File: src/rtl/morse_pkg.sv
// rtl/morse_pkg.sv - shared FSM encoding, code-word constants and unit counts for the Morse transmitter
// Contents: state_e (transmit FSM states), code-word length markers, interval lengths in Morse units,
// sym_units() helper mapping a pattern bit to its mark length.
package morse_pkg;

    typedef enum logic [2:0] {
        S_IDLE   = 3'd0,
        S_LOOKUP = 3'd1,
        S_MARK   = 3'd2,
        S_SGAP   = 3'd3,
        S_CGAP   = 3'd4,
        S_WGAP   = 3'd5
    } state_e;

    localparam logic [2:0] LEN_SPACE   = 3'd6;
    localparam logic [2:0] LEN_ETX     = 3'd7;
    localparam logic [2:0] LEN_INVALID = 3'd0;

    localparam logic [2:0] DOT_UNITS  = 3'd1;
    localparam logic [2:0] DASH_UNITS = 3'd3;
    localparam logic [2:0] SYM_GAP    = 3'd1;
    localparam logic [2:0] CHAR_GAP   = 3'd3;
    localparam logic [2:0] WORD_EXTRA = 3'd4;

    function automatic logic [2:0] sym_units(input logic is_dash);
        return is_dash ? DASH_UNITS : DOT_UNITS;
    endfunction

endpackage

File: src/rtl/morse_unit_timer.sv
// rtl/morse_unit_timer.sv - loadable interval timer counting whole Morse units
// Ports:
//   clk_i, rst_n_i : clock, async active-low reset
//   load_i         : start a new interval of units_i units (takes priority over counting)
//   units_i [2:0]  : interval length in units
//   expire_o       : high on the last cycle of the interval; an n-unit interval lasts n*UNIT_CYCLES cycles
module morse_unit_timer #(
    parameter int UNIT_CYCLES = 50000,
    parameter int CNT_W       = 16
) (
    input  logic       clk_i,
    input  logic       rst_n_i,
    input  logic       load_i,
    input  logic [2:0] units_i,
    output logic       expire_o
);

    localparam logic [CNT_W-1:0] CNT_MAX = CNT_W'(UNIT_CYCLES - 1);

    logic [CNT_W-1:0] cnt_q;
    logic [2:0]       units_q;

    always_ff @(posedge clk_i or negedge rst_n_i) begin
        if (!rst_n_i) begin
            cnt_q   <= '0;
            units_q <= '0;
        end else if (load_i) begin
            cnt_q   <= CNT_MAX;
            units_q <= units_i;
        end else if (units_q != 3'd0) begin
            // units_q parks at 0 once the interval is over, so the timer goes quiet until reloaded
            if (cnt_q == '0) begin
                cnt_q   <= CNT_MAX;
                units_q <= units_q - 3'd1;
            end else begin
                cnt_q <= cnt_q - 1'b1;
            end
        end
    end

    assign expire_o = (units_q == 3'd1) && (cnt_q == '0);

endmodule

File: src/rtl/morse_code_transmit_ctrl.sv
// rtl/morse_code_transmit_ctrl.sv - Morse transmit sequencer: character handshake, code-table lookup, keyed output
// Ports:
//   clk, rst_n        : clock, async active-low reset
//   in_data/in_valid  : ASCII character source; in_ready high while idle
//   rom_addr/rom_data : external code table, rom_data = {len[2:0], pattern[4:0]}
//   key_out           : carrier on; tone_out: keyed square wave (macro MORSE_TX_TONE_EN, else 0)
//   busy              : FSM not idle; done/err: one-cycle pulses for ETX / uncoded character
module morse_code_transmit_ctrl
    import morse_pkg::*;
#(
    parameter int UNIT_CYCLES = 50000,
    parameter int CNT_W       = 16,
    parameter int TONE_HALF   = 12500
) (
    input  logic       clk,
    input  logic       rst_n,
    input  logic [7:0] in_data,
    input  logic       in_valid,
    output logic       in_ready,
    output logic [7:0] rom_addr,
    input  logic [7:0] rom_data,
    output logic       key_out,
    output logic       tone_out,
    output logic       busy,
    output logic       done,
    output logic       err
);

    if (UNIT_CYCLES < 2 || TONE_HALF < 1 || CNT_W < $clog2(UNIT_CYCLES)) begin : g_bad_params
        $error("morse_code_transmit_ctrl: parameter out of range");
    end

    state_e     state_q;
    logic       rdy_q, key_q, done_q, err_q;
    logic [7:0] rom_addr_q;
    logic [4:0] pat_q;
    logic [2:0] idx_q;

    logic [2:0] rom_len;
    logic [7:0] rom_pat_ext;
    logic [2:0] first_idx;
    logic       tmr_load, tmr_expire;
    logic [2:0] tmr_units;

    assign rom_len     = rom_data[7:5];
    // zero-extended so the first-symbol lookup stays in range for every len value
    assign rom_pat_ext = {3'b000, rom_data[4:0]};
    assign first_idx   = rom_len - 3'd1;

    // Timer loads coincide with the FSM transitions below so each interval starts on its first cycle
    always_comb begin
        tmr_load  = 1'b0;
        tmr_units = SYM_GAP;
        case (state_q)
            S_LOOKUP: begin
                tmr_load  = 1'b1;
                tmr_units = (rom_len == LEN_SPACE) ? WORD_EXTRA : sym_units(rom_pat_ext[first_idx]);
            end
            S_MARK: begin
                tmr_load  = tmr_expire;
                tmr_units = (idx_q != 3'd0) ? SYM_GAP : CHAR_GAP;
            end
            S_SGAP: begin
                tmr_load  = tmr_expire;
                tmr_units = sym_units(pat_q[idx_q]);
            end
            default: ;
        endcase
    end

    morse_unit_timer #(
        .UNIT_CYCLES(UNIT_CYCLES),
        .CNT_W      (CNT_W)
    ) u_timer (
        .clk_i   (clk),
        .rst_n_i (rst_n),
        .load_i  (tmr_load),
        .units_i (tmr_units),
        .expire_o(tmr_expire)
    );

    always_ff @(posedge clk or negedge rst_n) begin
        if (!rst_n) begin
            state_q    <= S_IDLE;
            rdy_q      <= 1'b1;
            key_q      <= 1'b0;
            done_q     <= 1'b0;
            err_q      <= 1'b0;
            rom_addr_q <= '0;
            pat_q      <= '0;
            idx_q      <= '0;
        end else begin
            done_q <= 1'b0;
            err_q  <= 1'b0;
            case (state_q)
                S_IDLE: begin
                    if (in_valid && rdy_q) begin
                        rom_addr_q <= in_data;
                        rdy_q      <= 1'b0;
                        state_q    <= S_LOOKUP;
                    end
                end
                S_LOOKUP: begin
                    pat_q <= rom_data[4:0];
                    idx_q <= first_idx;
                    if (rom_len == LEN_INVALID) begin
                        err_q   <= 1'b1;
                        rdy_q   <= 1'b1;
                        state_q <= S_IDLE;
                    end else if (rom_len == LEN_ETX) begin
                        done_q  <= 1'b1;
                        rdy_q   <= 1'b1;
                        state_q <= S_IDLE;
                    end else if (rom_len == LEN_SPACE) begin
                        state_q <= S_WGAP;
                    end else begin
                        key_q   <= 1'b1;
                        state_q <= S_MARK;
                    end
                end
                S_MARK: begin
                    if (tmr_expire) begin
                        key_q <= 1'b0;
                        if (idx_q != 3'd0) begin
                            idx_q   <= idx_q - 3'd1;
                            state_q <= S_SGAP;
                        end else begin
                            state_q <= S_CGAP;
                        end
                    end
                end
                S_SGAP: begin
                    if (tmr_expire) begin
                        key_q   <= 1'b1;
                        state_q <= S_MARK;
                    end
                end
                S_CGAP, S_WGAP: begin
                    if (tmr_expire) begin
                        rdy_q   <= 1'b1;
                        state_q <= S_IDLE;
                    end
                end
                default: begin
                    key_q   <= 1'b0;
                    rdy_q   <= 1'b1;
                    state_q <= S_IDLE;
                end
            endcase
        end
    end

    assign in_ready = rdy_q;
    assign rom_addr = rom_addr_q;
    assign key_out  = key_q;
    assign busy     = (state_q != S_IDLE);
    assign done     = done_q;
    assign err      = err_q;

`ifdef MORSE_TX_TONE_EN
    localparam logic [CNT_W-1:0] TONE_MAX = CNT_W'(TONE_HALF - 1);

    logic [CNT_W-1:0] tone_cnt_q;
    logic             tone_q;

    always_ff @(posedge clk or negedge rst_n) begin
        if (!rst_n) begin
            tone_cnt_q <= '0;
            tone_q     <= 1'b0;
        end else if (!key_q) begin
            tone_cnt_q <= '0;
            tone_q     <= 1'b0;
        end else if (tone_cnt_q == TONE_MAX) begin
            tone_cnt_q <= '0;
            tone_q     <= ~tone_q;
        end else begin
            tone_cnt_q <= tone_cnt_q + 1'b1;
        end
    end

    // gating by key_q silences the tone on the very cycle the key drops
    assign tone_out = tone_q & key_q;
`else
    assign tone_out = 1'b0;
`endif

endmodule

File: config.mk
export PLATFORM = sky130hd
export DESIGN_NAME = morse_code_transmit_ctrl
export DESIGN_NICKNAME = d
export VERILOG_FILES = /design/src/rtl/morse_pkg.sv /design/src/rtl/morse_unit_timer.sv /design/src/rtl/morse_code_transmit_ctrl.sv
export SDC_FILE = /design/constraint.sdc
export NUM_CORES = 1
export LEC_CHECK = 0
export ABC_CLOCK_PERIOD_IN_PS = 2300
export CORE_ASPECT_RATIO = 0.75
export CORE_MARGIN = 5
export CORE_UTILIZATION = 55
export CTS_CLUSTER_SIZE = 24
export DETAILED_ROUTE_END_ITERATION = 12
export HOLD_SLACK_MARGIN = 0.06
export PLACE_DENSITY = 0.87
export SETUP_SLACK_MARGIN = 0.1
export SLEW_MARGIN = 25
export SYNTH_ARGS = -nofsm -noshare
export SYNTH_HDL_FRONTEND = slang
export SYNTH_SLANG_ARGS = --single-unit
File: constraint.sdc
create_clock -name clk -period 2.3 [get_ports clk]
set_input_delay 0.345 -clock clk [delete_from_list [all_inputs] [get_ports clk]]
set_output_delay 0.345 -clock clk [all_outputs]
set_load 0.005 [all_outputs]
==> run metrics <==
Ant. Diodes=0; CTS max path bufs=2; min Tclk post-route=2140 ps; area of the core=4440 um^2; initial antenna violation count=0; Top Ports=33; Synth Flop Type=dfrtp_1; Hold Crit Class=reg2reg; Horiz. Die Dim=88.1 um; Final TNS setup=0 ps; clock sinks=42; Compound-Gate Fraction of Synth Area=0.166; Net Sw Power=0.293 mW; Final Max Slew Viols=0; register area share after synthesis=0.418; Avg Inst Size Synth=9.13 um^2; DRT iter0 DRCs=242; Worst Path Arrival=1790 ps; CP endpoint kind=primary output; Worst Setup Path Type=reg2out; setup repair after global routing missed its margin=yes; fillers=346; CTS tree=yes; DR vias=2186; Remaining Overflow, GRT=0; post-synthesis mux area share=0.0601; GPL Wtd Cong=0.869; first-pass GRT wire length=9430 um; Post-DP HPWL=4010 um; Vias/cell=5.74; run status=finished clean; post-synth top area cell=dfrtp_1; xor and xnor area share after synthesis=0.0139; Skew-Pair Late Insertion Delay=300 ps; Yosys top cell area share=0.407; switching part of the total=0.222; clock transition at the registers of the reported paths=80 ps; final hold viol count=0; Post-Syn Area=2520 um^2; VDD IR max=223 uV; simple-gate area share of the yosys netlist=0.249; Placed Cells incl. Taps=366; Tcrit/Tclk final=0.928; hold path cells=2; DP Worst Slack=76.2 ps; Die H=68.6 um; Final #Nets=352; required time of the critical path=1960 ps; Pleak=1.38 nW; antenna-violating nets left=0; root buf cell=clkbuf_8; Comb power frac=0.064; clock share of power=0.373; final setup vio count=0; critical path peak fanout=12; Reg power frac=0.563; die area=6050 um^2; post-synthesis cell type count=49; port buffer count=31; WHS=472 ps; Worst Skew=9.52 ps; Area contributors post-synth=dfrtp_1 41%, nand2_1 5.8%, ha_1 5.0%, mux2_2 4.0%, nor2_1 3.0%; DRC Markers=0; Max Fclk=468 MHz; R2R cell count=7; synthesized flop and latch total=42; Num CTS Buffers=5; Rows=21; GRT Util Overall=0.200; H-tree levels=2; internal power=1.03 mW; Async SR Flop Fraction=1.00; Synthesis Warnings=0; DRT Pass-1 Iters=4; overall power=1.32 mW; largest family of logic cells by synthesized area=simple AND/OR/NAND/NOR gates; Synth-to-Final Area Change=23.8%; number of global-route vias before repair=2067; Post-synth EDFFs=0; Non-Filler Instances=381; post-route worst setup slack=165 ps; share of cells above drive strength 1=0.154; drt total wl=5590 um; gate count of the mapped netlist=276; total of max-cap violations=0; Initial Util=0.567; CP Launch Type=register; largest net degree at the start of global routing=43; Avg WL per Cell=14.7 um; Synth Area in Adders=0.0497; syn_nets=305; cell area power density=423 nW/um^2
[power by group through the flow]
stage	logic (mW)	registers [mW]	clock network [mW]
floorplan	0.0260	0.756	0
global placement	0.0825	0.757	0
detailed placement	0.0838	0.757	0
CTS	0.0856	0.742	0.507
global route	0.0943	0.743	0.535
finish	0.0848	0.742	0.491
[per-stage QoR]
stage	util	cell area [um^2]
3_3_place_gp	0.664	2950
6_report	0.702	3120
4_1_cts	0.692	3070
3_5_place_dp	0.664	2950
2_1_floorplan	-	2520
5_1_grt	0.702	3120
[worst paths after layout]
check,slack [ps],endpoint,startpoint
max,160,busy,state_q[2]
min,470,pat_q[3],pat_q[3]
max reg2reg,260,u_timer.cnt_q[11],u_timer.units_q[0]
min reg2reg,470,pat_q[3],pat_q[3]
max in group asynchronous,1500,in_ready,rst_n
min in group asynchronous,540,state_q[1],rst_n
[state kept, by name (all words and copies together) (netlist names)]
| name | flops |
|---|---|
| done | 1 |
| state_q | 3 |
| rom_addr | 8 |
| idx_q | 3 |
| err | 1 |
| pat_q | 5 |
| key_out | 1 |
| u_timer.cnt_q | 16 |
| in_ready | 1 |
| u_timer.units_q | 3 |
[routing by layer]
metal,global-route usage,share of wire,up-vias
li1,-,-,1066
met1,0.276,0.48,1024
met2,0.316,0.44,87
met3,0.0404,0.075,9
met4,0.0717,0.013,0
met5,0,0,-
[timing repair]
item                                   CTS  global route
setup endpoints to repair                4            14
resized for setup                        1             5
buffers inserted                         2             4
pin swaps                                1             1
endpoints found under the hold margin   41             0
hold buffers                             1             0
cloned                                   0             0
[kinds of logic (layout without fill, tap and decap cells)]
| group | count (synthesis) | after routing |
|---|---|---|
| simple gates | 117 | 117 |
| compound gates | 62 | 62 |
| flops | 42 | 42 |
| buf+inv | 26 | 74 |
| mux | 14 | 14 |
| fa+ha+maj | 10 | 10 |
| xor+xnor | 4 | 4 |
| other cells | 1 | 1 |
[cell type report]
| cell class | count | area, um^2 | share of cell area |
|---|---|---|---|
| multi-input combinational | 208 | 1390 | 0.444 |
| sequential | 42 | 1050 | 0.338 |
| timing repair buffer | 49 | 453 | 0.145 |
| clock buffer | 7 | 86.3 | 0.0277 |
| tap | 57 | 71.3 | 0.0229 |
| inverter | 17 | 63.8 | 0.0205 |
| clock inverter | 1 | 5.00 | 0.00160 |
[critical path, cell delays in order, from the launching register on]
cell and delay [ps]:
dfrtp_2 460, buf_4 190, or3_1 400, clkdlybuf4s50_1 460
[synth_stat cells (all sizes together), types with 3 or more instances]
library cell,instances
or3,6
nor3,6
ha,10
mux2i,5
dfrtp,41
nand3,8
nand2b,7
o211ai,3
a31oi,4
a21oi,14
nand4,4
o21bai,3
nor2b,8
a211o,3
nand3b,4
mux2,9
xnor2,3
nand2,39
nor4,4
clkbuf,6
inv,17
o21ai,15
buf,3
o22ai,4
nor2,22
and3,3
a211oi,6
[layout by cell type, fill, tap and decap left out, types with 2 or more instances in the layout]
master,Yosys,final
dfrtp_1,41,40
nand2_1,39,39
clkdlybuf4s50_1,0,30
nor2_1,20,20
inv_1,17,17
buf_4,2,15
a21oi_1,14,14
o21ai_0,13,13
ha_1,10,10
mux2_2,9,9
nand3_1,8,8
nor2b_1,7,7
or3_1,6,6
nand2b_1,7,6
nor3_1,6,6
a211oi_1,6,6
clkbuf_8,0,6
mux2i_1,5,5
a31oi_1,4,4
nand3b_1,4,4
o22ai_1,4,4
nor4_1,3,3
nand4_1,3,3
xnor2_1,3,3
a211o_1,3,3
o211ai_1,3,3
o21bai_1,3,3
and3_1,3,3
nor2_2,2,2
and2_1,2,2
o31ai_1,2,2
No activity file was read; power rests on OpenSTA's default activity.
